### src/rtl/apb_fsm_controller.sv
// AHB-to-APB bridge controller: one AHB transfer becomes one APB setup/access pair.
// Address, select and write data are held in registers so the APB side never sees raw AHB inputs.
module apb_fsm_controller (
    input  logic        Hclk,
    input  logic        Hreset,
    input  logic        valid,
    input  logic        Hwrite,
    input  logic [31:0] Haddr,
    input  logic [31:0] Hwdata,
    input  logic [2:0]  Temp_selx,
    input  logic [31:0] Prdata,
    output logic [2:0]  Pselx,
    output logic        Penable,
    output logic        Pwrite,
    output logic [31:0] Paddr,
    output logic [31:0] Pwdata,
    output logic        Hreadyout,
    output logic [31:0] Hrdata,
    output logic [1:0]  Hresp
);

    // state   | meaning
    // IDLE    | no transfer, ready for a request
    // WWAIT   | write address captured, waiting for the write data phase
    // READ    | APB read setup phase
    // RENABLE | APB read access phase, read data returned
    // WRITE   | APB write setup phase
    // WENABLE | APB write access phase
    typedef enum logic [2:0] {
        IDLE    = 3'd0,
        WWAIT   = 3'd1,
        READ    = 3'd2,
        RENABLE = 3'd3,
        WRITE   = 3'd4,
        WENABLE = 3'd5
    } state_t;

    state_t      state_q;
    logic [31:0] addr_q;
    logic [31:0] data_q;
    logic [2:0]  sel_q;
    logic        dir_q;

    always_ff @(posedge Hclk) begin
        if (Hreset) begin
            state_q <= IDLE;
            addr_q  <= 32'h0;
            data_q  <= 32'h0;
            sel_q   <= 3'b000;
            dir_q   <= 1'b0;
        end else begin
            unique case (state_q)
                // IDLE and both access phases share the request decode, giving back-to-back transfers.
                IDLE, RENABLE, WENABLE: begin
                    if (valid) begin
                        addr_q  <= Haddr;
                        sel_q   <= Temp_selx;
                        dir_q   <= Hwrite;
                        state_q <= Hwrite ? WWAIT : READ;
                    end else begin
                        state_q <= IDLE;
                    end
                end
                WWAIT: begin
                    data_q  <= Hwdata;
                    state_q <= WRITE;
                end
                READ:    state_q <= RENABLE;
                WRITE:   state_q <= WENABLE;
                default: state_q <= IDLE;
            endcase
        end
    end

    logic in_read_phase;
    logic in_write_phase;

    assign in_read_phase  = (state_q == READ)  || (state_q == RENABLE);
    assign in_write_phase = (state_q == WRITE) || (state_q == WENABLE);

    assign Pselx     = (in_read_phase || in_write_phase) ? sel_q : 3'b000;
    assign Penable   = (state_q == RENABLE) || (state_q == WENABLE);
    assign Pwrite    = in_write_phase && dir_q;
    assign Paddr     = addr_q;
    assign Pwdata    = data_q;
    assign Hreadyout = (state_q == IDLE) || (state_q == RENABLE) || (state_q == WENABLE);
    assign Hrdata    = (state_q == RENABLE) ? Prdata : 32'h0;
    assign Hresp     = 2'b00;

endmodule

### config.mk
export PLATFORM = sky130hd
export DESIGN_NAME = apb_fsm_controller
export DESIGN_NICKNAME = d
export VERILOG_FILES = /design/src/rtl/apb_fsm_controller.sv
export SDC_FILE = /design/constraint.sdc
export NUM_CORES = 1
export LEC_CHECK = 0
export BUFFER_PORTS_ARGS = -buffer_cell sky130_fd_sc_hd__buf_2
export CORE_MARGIN = 3
export CORE_UTILIZATION = 35
export CTS_CLUSTER_DIAMETER = 80
export CTS_CLUSTER_SIZE = 28
export DETAILED_ROUTE_END_ITERATION = 7
export PLACE_DENSITY = 0.7
export SLEW_MARGIN = 10
export SYNTH_ARGS = -nofsm -noshare
export SYNTH_HDL_FRONTEND = slang
export SYNTH_SLANG_ARGS = --single-unit
### constraint.sdc
create_clock -name Hclk -period 2.15 [get_ports Hclk]
set_input_delay 0.43 -clock Hclk [delete_from_list [all_inputs] [get_ports Hclk]]
set_output_delay 0.43 -clock Hclk [all_outputs]
set_load 0.1 [all_outputs]
==> flow_results.org, run 1 <==
** Run status
- Status :: finished clean

** Routing
- Wire per inst :: 13.6 µm
- TritonRoute pass-1 iters :: 4
- After detailed routing, the number of remaining DRC violations is 0.
- Routed Wire Length :: about 9.1 mm
- For this block, the initial DRC count from the detailed router was 107.
- Post-DRT Antenna Nets :: 0
- Vias per std cell :: 4.52
- Summing over every cut layer, the via total after detailed routing is roughly 3000.

** Worst setup path
- Gate family responsible for the most delay along the worst path :: simple AND/OR/NAND/NOR gates
- Required time of the critical path :: approximately 1700 ps
- Traced cell by cell, the critical path runs through and3b_1 > buf_6 > and2_1 > buf_12.
- Buf+Inv Stages, Crit Path :: 2
- Crit path DAT :: 1600 ps
- STA classifies the critical path endpoint as an output port.
- The largest individual stage delay along the critical path comes from the cell sky130_fd_sc_hd__dfxtp_2.
- Crit Path Max Fanout :: 32
- For this run, the slowest stage of the critical path takes around 430 ps.
- Worst Setup Path Type :: reg -> out
- Crit start category :: register

** Floorplan
- Measured along the y axis, the die boundary spans 96.8 µm.
- Floorplan die area :: approximately 9400 µm²
- For this configuration, the core starts out at a cell density of 0.368.
- Width of the die :: just under 100 µm
- Core footprint :: around 8000 µm²
- # IOs :: approximately 210
- Row generation in the floorplan step produced 32 rows.

** STA
- Accumulated negative setup slack :: 0 ps
- Transition time of the tightest slew-check pin :: 517 ps
- Post-Route Skew :: 3.95 ps
- RSZ-0062 raised after global routing :: false
- The number of endpoints with negative hold slack in the final report is 0.
- Final worst path period need :: 2030 ps
- Final setup violation count :: 0
- Period Utilization, post-route :: 0.945
- Slew Limit Headroom :: 0.658
- Based on the critical path, the design can be clocked at up to approximately 490 MHz.
- The max-slew violation count is 0.

** Final layout
- Layout cells sized above 1 :: 0.432
- Most common library cell in the layout ignoring fill and taps :: sky130_fd_sc_hd__buf_2
- From synthesis to final layout, the design area changed by 65.1%.
- Measured on the finished design, the core utilization comes to 0.607.
- Final-stage net count :: between 600 and 700
- Antenna cells :: 0
- In the layout the commonest cells are 168 x sky130_fd_sc_hd__buf_2, 138 x sky130_fd_sc_hd__nand2_1, 69 x sky130_fd_sc_hd__dfxtp_1.

** GRT
- The first global-routing pass estimated 14.8 mm of wire.
- Entering global routing, the biggest net connects 37 pins.
- All-layer global routing usage :: 0.191
- The via count of the first global-routing pass came to 2992.
- The initial antenna violation count was 0.
- After global routing the overflow that remains totals 0.

** Clock tree
- Post-CTS Hold Fix Bufs :: 0
- Maximum buffer depth of the clock tree :: 2
- Clock-pin slew on the worst setup and hold paths :: around 80 ps
- Clock latency reported for the late side of the worst-skew pair :: 340 ps
- The clock net in this run drives a total of 71 sinks.
- The number of clock buffers added by TritonCTS is 9.
- Total number of H-tree levels :: 3
- Clock tree synthesis selected as its root buffer the cell sky130_fd_sc_hd__clkbuf_8.
- Once the clock tree was built, the resizer swapped 2 gates to a different size.
- Buffers added to address setup during post-CTS repair amount to 0.
- TritonCTS clock tree :: built

** Synthesis
- Post-synth top area share :: 0.493
- Synth warnings :: 0
- Syn avg cell area :: 7.93 µm²
- Post-synthesis sequential element count :: 71
- By area the synthesized netlist is led by sky130_fd_sc_hd__dfxtp_1 49%, sky130_fd_sc_hd__nand2_1 18%, sky130_fd_sc_hd__a21oi_1 11%.
- Async set-reset flop share out of synthesis :: 0
- Yosys mapped a number of flops with a built-in enable equal to 0.
- Synthesis produced about 360 cells.
- After synthesis the cells add up to between 2000 and 3000 µm².
- Post-synthesis cell type count :: 29
- The share of the Yosys chip area taken by registers is 0.493.
- Post-synth top area cell :: sky130_fd_sc_hd__dfxtp_1
- For this run, the leading register cell type out of synthesis is sky130_fd_sc_hd__dfxtp_1.

** Worst hold path
- Worst hold-check path type :: in -> reg

** Pwr
- VDD sags by at most 0.589 mV.
- In this run the power density over the cells is about 950 nW/µm².
- Cell leakage power :: 0.00222 µW
- After layout, the design draws a total of 4520 µW.

** Place
- At the end of routability-driven placement, the weighted congestion stood at 0.830.
- Detailed placement ended at an HPWL of 6.97 mm.
- Port buffering added between 200 and 250 buffers.

** Job
- Across the run, the number of max-cap violations was 0.
-- cell usage after synthesis (all sizes together), types with 2 or more instances --
master,count
nand2,138
dfxtp,71
a21oi,69
and2,36
buf,14
clkbuf,14
nand2b,3
and3b,2
nor2,2
nor2b,2
-- registers in the layout, summed over array words and instances, names as in the netlist --
| signal | count |
|---|---|
| Paddr | 32 |
| Pwdata | 32 |
| sel_q | 3 |
| state_q | 3 |
| dir_q | 1 |
-- tightest hold or removal path, delay by kind of cell --
kind | cells | cell delay, ps
AOI/OAI and AO/OA | 1 | 50
buffers and inverters | 1 | 90
and+or+nand+nor | 1 | 40
-- logic make-up (layout without fill, tap and decap cells) --
kind of cell | after synthesis | in the layout | synth area share
compound gates | 75 | 75 | 0.150
xor+xnor | 2 | 2 | 0.00607
buf+inv | 28 | 228 | 0.0577
flops | 71 | 71 | 0.493
other cells | 1 | 2 | 0.00130
simple gates | 187 | 187 | 0.293
-- routing by layer --
metal,up-vias,track usage,part of all wire
met5,-,0,0
met4,0,0.0724,0.022
li1,1548,-,-
met2,110,0.342,0.52
met3,18,0.0584,0.067
met1,1338,0.212,0.39
-- path summary, 6_finish.rpt --
check                                start         end  slack, ps  cells past startpoint
worst max register to register  state_q[2]    sel_q[1]        520                      6
worst max-delay path            state_q[1]  Hrdata[10]        120                      4
worst min-delay path            Hwdata[11]  Pwdata[11]        320                      3
worst min register to register   Paddr[30]   Paddr[30]        450                      2
-- report_power, final --
group | internal (µW) | switching (µW) | leakage [µW]
Sequential | 1440 | 68.7 | 0.000581
Clock | 834 | 491 | 0.000130
Combinational | 357 | 1320 | 0.00151
Total | 2630 | 1880 | 0.00222
-- stage by stage --
stage,area (µm²),hold slack (ps),instances,setup slack (ps)
2_1_floorplan,2890,436,365,53.7
3_3_place_gp,4500,435,651,403
3_5_place_dp,4500,441,651,302
4_1_cts,4760,305,667,47.8
5_1_grt,4760,304,667,17.8
6_report,4760,320,667,119
-- layout make-up --
| type | instances | area (µm²) |
|---|---|---|
| clock inverter | 5 | 104 |
| timing repair buffer | 212 | 1650 |
| clock buffer | 11 | 151 |
| sequential | 71 | 1420 |
| tap | 102 | 128 |
| fill | 686 | 3080 |
| multi-input combinational | 266 | 1310 |
No activity file was read; power rests on OpenSTA's default activity.
==> run 2, diff against run 1 <==
- ABC_AREA: not set -> 1
- PLACE_DENSITY: 0.7 -> 0.68
==> run 2 against run 1 <==
- maximum frequency increased by 0.29%
- clock power fell by 16%
- design area is 1.4% higher
- die area increased by 13%
- final cell count grew 17%
==> flow_results.org, run 2 <==
** STA
- Maximum operating frequency :: 494 MHz (+0.29%)
- Worst hold slack :: 306 ps (-14.7 ps)
- Post-Route Skew :: 11.9 ps (+7.98 ps)
- Total count of max-transition violations in the final report :: 0 (unchanged)
- Accumulated negative setup slack :: 0 ps (unchanged)
- Period Utilization, post-route :: 0.942 (-0.00271)
- The worst relative slew slack was 0.580 (-0.0781).
- Transition time of the tightest slew-check pin :: 629 ps (+113 ps)
- The count of endpoints failing setup in the final report is 0 (unchanged).
- RSZ-0062 raised after global routing :: false
- Count of final hold-check violations :: 0 (unchanged)
- Final worst path period need :: 2030 ps (-5.83 ps)

** Place
- The placed instance count came to 761 (+17%).
- Weighted congestion reported at the end of routability-driven placement :: 0.791 (-4.6%)
- The number of input and output port buffers inserted came to 204 (unchanged).
- The post-DP HPWL is 7.31 mm (+4.8%).

** Routing
- Wire per inst :: 12.6 µm (-7.8%)
- The number of vias per cell after detailed routing is 4.54 (+0.50%).
- Post-DRT Antenna Nets :: 0 (unchanged)
- The wire length after detailed routing came to 9.78 mm (+7.6%).
- Detailed-route via count :: 3533 (+17%)
- The number of DRC markers in iteration 0 came to 129 (+21%).
- The DRC violation count after routing is 0 (unchanged).
- TritonRoute pass-1 iters :: 4 (unchanged)

** Clock tree
- Cell chosen for the clock root :: sky130_fd_sc_hd__clkbuf_8
- Clock-pin slew on the worst setup and hold paths :: 70 ps (about the same)
- The depth of the CTS H-tree is 3 (unchanged).
- Clock latency reported for the late side of the worst-skew pair :: 330 ps (about the same)
- TritonCTS built the clock tree.
- Maximum buffer depth of the clock tree :: 2 (unchanged)
- The total clock buffers created by CTS is 9 (unchanged).
- The number of sinks driven by the clock tree was 71 (unchanged).

** Final layout
- The register area came to 1430 µm² (+0.26%).
- Relative to the synthesized area, the layout overhead comes to 46.3%.
- The utilization after layout was 0.541 (-0.0665).
- Most common library cell in the layout ignoring fill and taps :: sky130_fd_sc_hd__buf_2
- Final Instance Count excl. Fillers :: 778 (+17%)
- Area of combinational cells with multiple inputs :: 1330 µm² (+1.4%)
- Number of fill cells in the layout :: 862 (+26%)
- The number of antenna repair diodes was 0 (unchanged).
- Layout cells sized above 1 :: 0.384 (-0.0483)
- Commonest cells after routing, fill and taps aside :: 167 x sky130_fd_sc_hd__buf_2, 104 x sky130_fd_sc_hd__inv_1, 71 x sky130_fd_sc_hd__nor2_1, 71 x sky130_fd_sc_hd__a21oi_1, 68 x sky130_fd_sc_hd__dfxtp_1
- Final-stage net count :: 768 (+16%)

** Synthesis
- By count the netlist is led by 105 x sky130_fd_sc_hd__inv_1, 72 x sky130_fd_sc_hd__nor2_1, 71 x sky130_fd_sc_hd__a21oi_1, 71 x sky130_fd_sc_hd__dfxtp_1, 47 x sky130_fd_sc_hd__nand2_1.
- Post-synth top area share :: 0.431 (-0.0620)
- Register area share after synthesis :: 0.431 (-0.0620)
- The netlist area before placement was 3300 µm² (+14%).
- The count of unique library cells instantiated by Yosys is 17 (-41%).
- Number of enable flip-flop cells after synthesis :: 0 (unchanged)
- The synthesized area per cell was 6.92 µm² (-13%).
- Synth warnings :: 0 (unchanged)
- Synthesized netlist cell count :: 477 (+31%)
- Post-synthesis sequential element count :: 71 (unchanged)
- In the post-synthesis netlist, the cell with the most instances is sky130_fd_sc_hd__inv_1.
- The fraction of registers with async set or reset after synthesis was 0 (unchanged).
- Synth top area cells :: sky130_fd_sc_hd__dfxtp_1 43%, sky130_fd_sc_hd__inv_1 12%, sky130_fd_sc_hd__a21oi_1 11%
- Among all flip-flop cells after synthesis, the most frequent one is sky130_fd_sc_hd__dfxtp_1.
- sky130_fd_sc_hd__dfxtp_1 takes more of the synthesized area than any other cell.

** GRT
- The first-pass GRT wire length is 14.1 mm (-4.8%).
- The largest net degree at the start of global routing was 66 (+78%).
- All-layer global routing usage :: 0.169 (-0.0227)
- Total grt overflow :: 0 (unchanged)
- Via count of the first global-routing pass :: 3133 (+4.7%)
- Initial antenna violation count :: 0 (unchanged)

** Job
- The count of maximum capacitance violations was 0 (unchanged).

** Worst hold path
- Worst hold-check path type :: in -> reg
- In this run the most critical hold path is launched from Hreset.
- The hold-critical path depth was 2 (-1).
- Worst Hold Path EP :: state_q[1]

** Worst setup path
- In this run the critical register-to-register path is launched from state_q[2].
- Crit Path Max Fanout :: 6 (-81%)
- Worst Setup Path Type :: reg -> out
- Cell depth of the worst flop-to-flop path :: 7 (+1)
- The arrival time at the worst endpoint was 1600 ps (about the same).
- Endpoint of the worst-slack reg-to-reg timing path :: Paddr[16]
- Crit start category :: register
- The required time of the critical path is 1720 ps (about the same).
- Flop2flop setup slack :: 600 ps (+80 ps)
- CP endpoint kind :: output port

** Floorplan
- The chip height came to 103 µm (+6.5%).
- The horizontal extent of the die came to 103 µm (+6.5%).
- Initial standard-cell utilization of the core :: 0.369 (+0.00180)
- The die area was 10600 µm² (+13%).
- FP Rows :: 34 (+6.3%)
- The total I/O pin count is 207 (unchanged).
- Core footprint :: 8930 µm² (+14%)

** Pwr
- The worst voltage drop across the vdd grid came to 0.588 mV (-0.15%).
- The leakage power was 0.00268 µW (+21%).
- The overall power consumption was 5290 µW (+17%).
- The power density normalized to cell area came to 1100 nW/µm² (+16%).

** Run status
- The flow ran to the end, and the final reports show no timing, DRC or antenna violations.
==> run 2: how the worst max path moves through the flow <==
| stage | end | slack (ps) | start | cells past startpoint |
|---|---|---|---|---|
| floorplan | Hrdata[22] | -300 | state_q[0] | 3 |
| global placement | Pselx[2] | 250 | state_q[0] | 5 |
| detailed placement | Pselx[1] | 220 | state_q[0] | 5 |
| CTS | Hreadyout | 10 | state_q[2] | 4 |
| global route | Pselx[2] | 20 | state_q[1] | 8 |
| finish | Pselx[2] | 120 | state_q[0] | 7 |
==> run 2: cells by family (layout without fill, tap and decap cells) <==
| family | Yosys count | in the layout | synth area share |
|---|---|---|---|
| flops | 71 | 71 | 0.431 |
| other cells | 1 | 2 | 0.00114 |
| buf+inv | 142 | 333 | 0.180 |
| simple gates | 160 | 161 | 0.232 |
| compound gates | 103 | 103 | 0.156 |
==> run 2: critical path, stage by stage, from the launching register on <==
cell                      delay (ps)
sky130_fd_sc_hd__dfxtp_2         380
sky130_fd_sc_hd__nor2_1          160
sky130_fd_sc_hd__nand2_1          80
sky130_fd_sc_hd__and2_1          190
sky130_fd_sc_hd__nand3_4         110
sky130_fd_sc_hd__nand2_1          60
sky130_fd_sc_hd__inv_1           100
sky130_fd_sc_hd__buf_12          180
==> run 2: report_power, final <==
group | internal (µW) | switching (µW) | total [µW]
sequential | 1520 | 113 | 1630
clock | 631 | 491 | 1120
combinational | 473 | 2060 | 2540
total | 2620 | 2670 | 5290
==> run 2: metal layers <==
| metal | GRT usage | wire length [µm] |
|---|---|---|
| met2 | 0.318 | 5130 |
| met3 | 0.0453 | 805 |
| met4 | 0.0757 | 179 |
| met1 | 0.172 | 3660 |
| met5 | 0 | 0 |
==> run 2: what timing repair did <==
| item | 4_1_cts | 5_1_grt |
|---|---|---|
| gates cloned | 0 | 1 |
| hold buffers | 0 | 0 |
| pin swaps | 1 | 0 |
| buffers inserted | 0 | 0 |
| endpoints found under the setup margin | 30 | 31 |
| resized for setup | 31 | 4 |
==> run 2: cell type report <==
class | count | share of cell area
Clock buffer | 12 | 0.0342
Clock inverter | 4 | 0.0109
Inverter | 107 | 0.0832
Multi-Input combinational cell | 266 | 0.275
Sequential cell | 71 | 0.296
Tap cell | 108 | 0.0280
Timing Repair Buffer | 210 | 0.274
==> run 2: through the flow <==
stage,area (µm²),worst slack (ps)
floorplan,3300,-301
detailed placement,4510,217
global route,4830,20.1
global placement,4510,253
CTS,4810,14.2
finish,4830,124
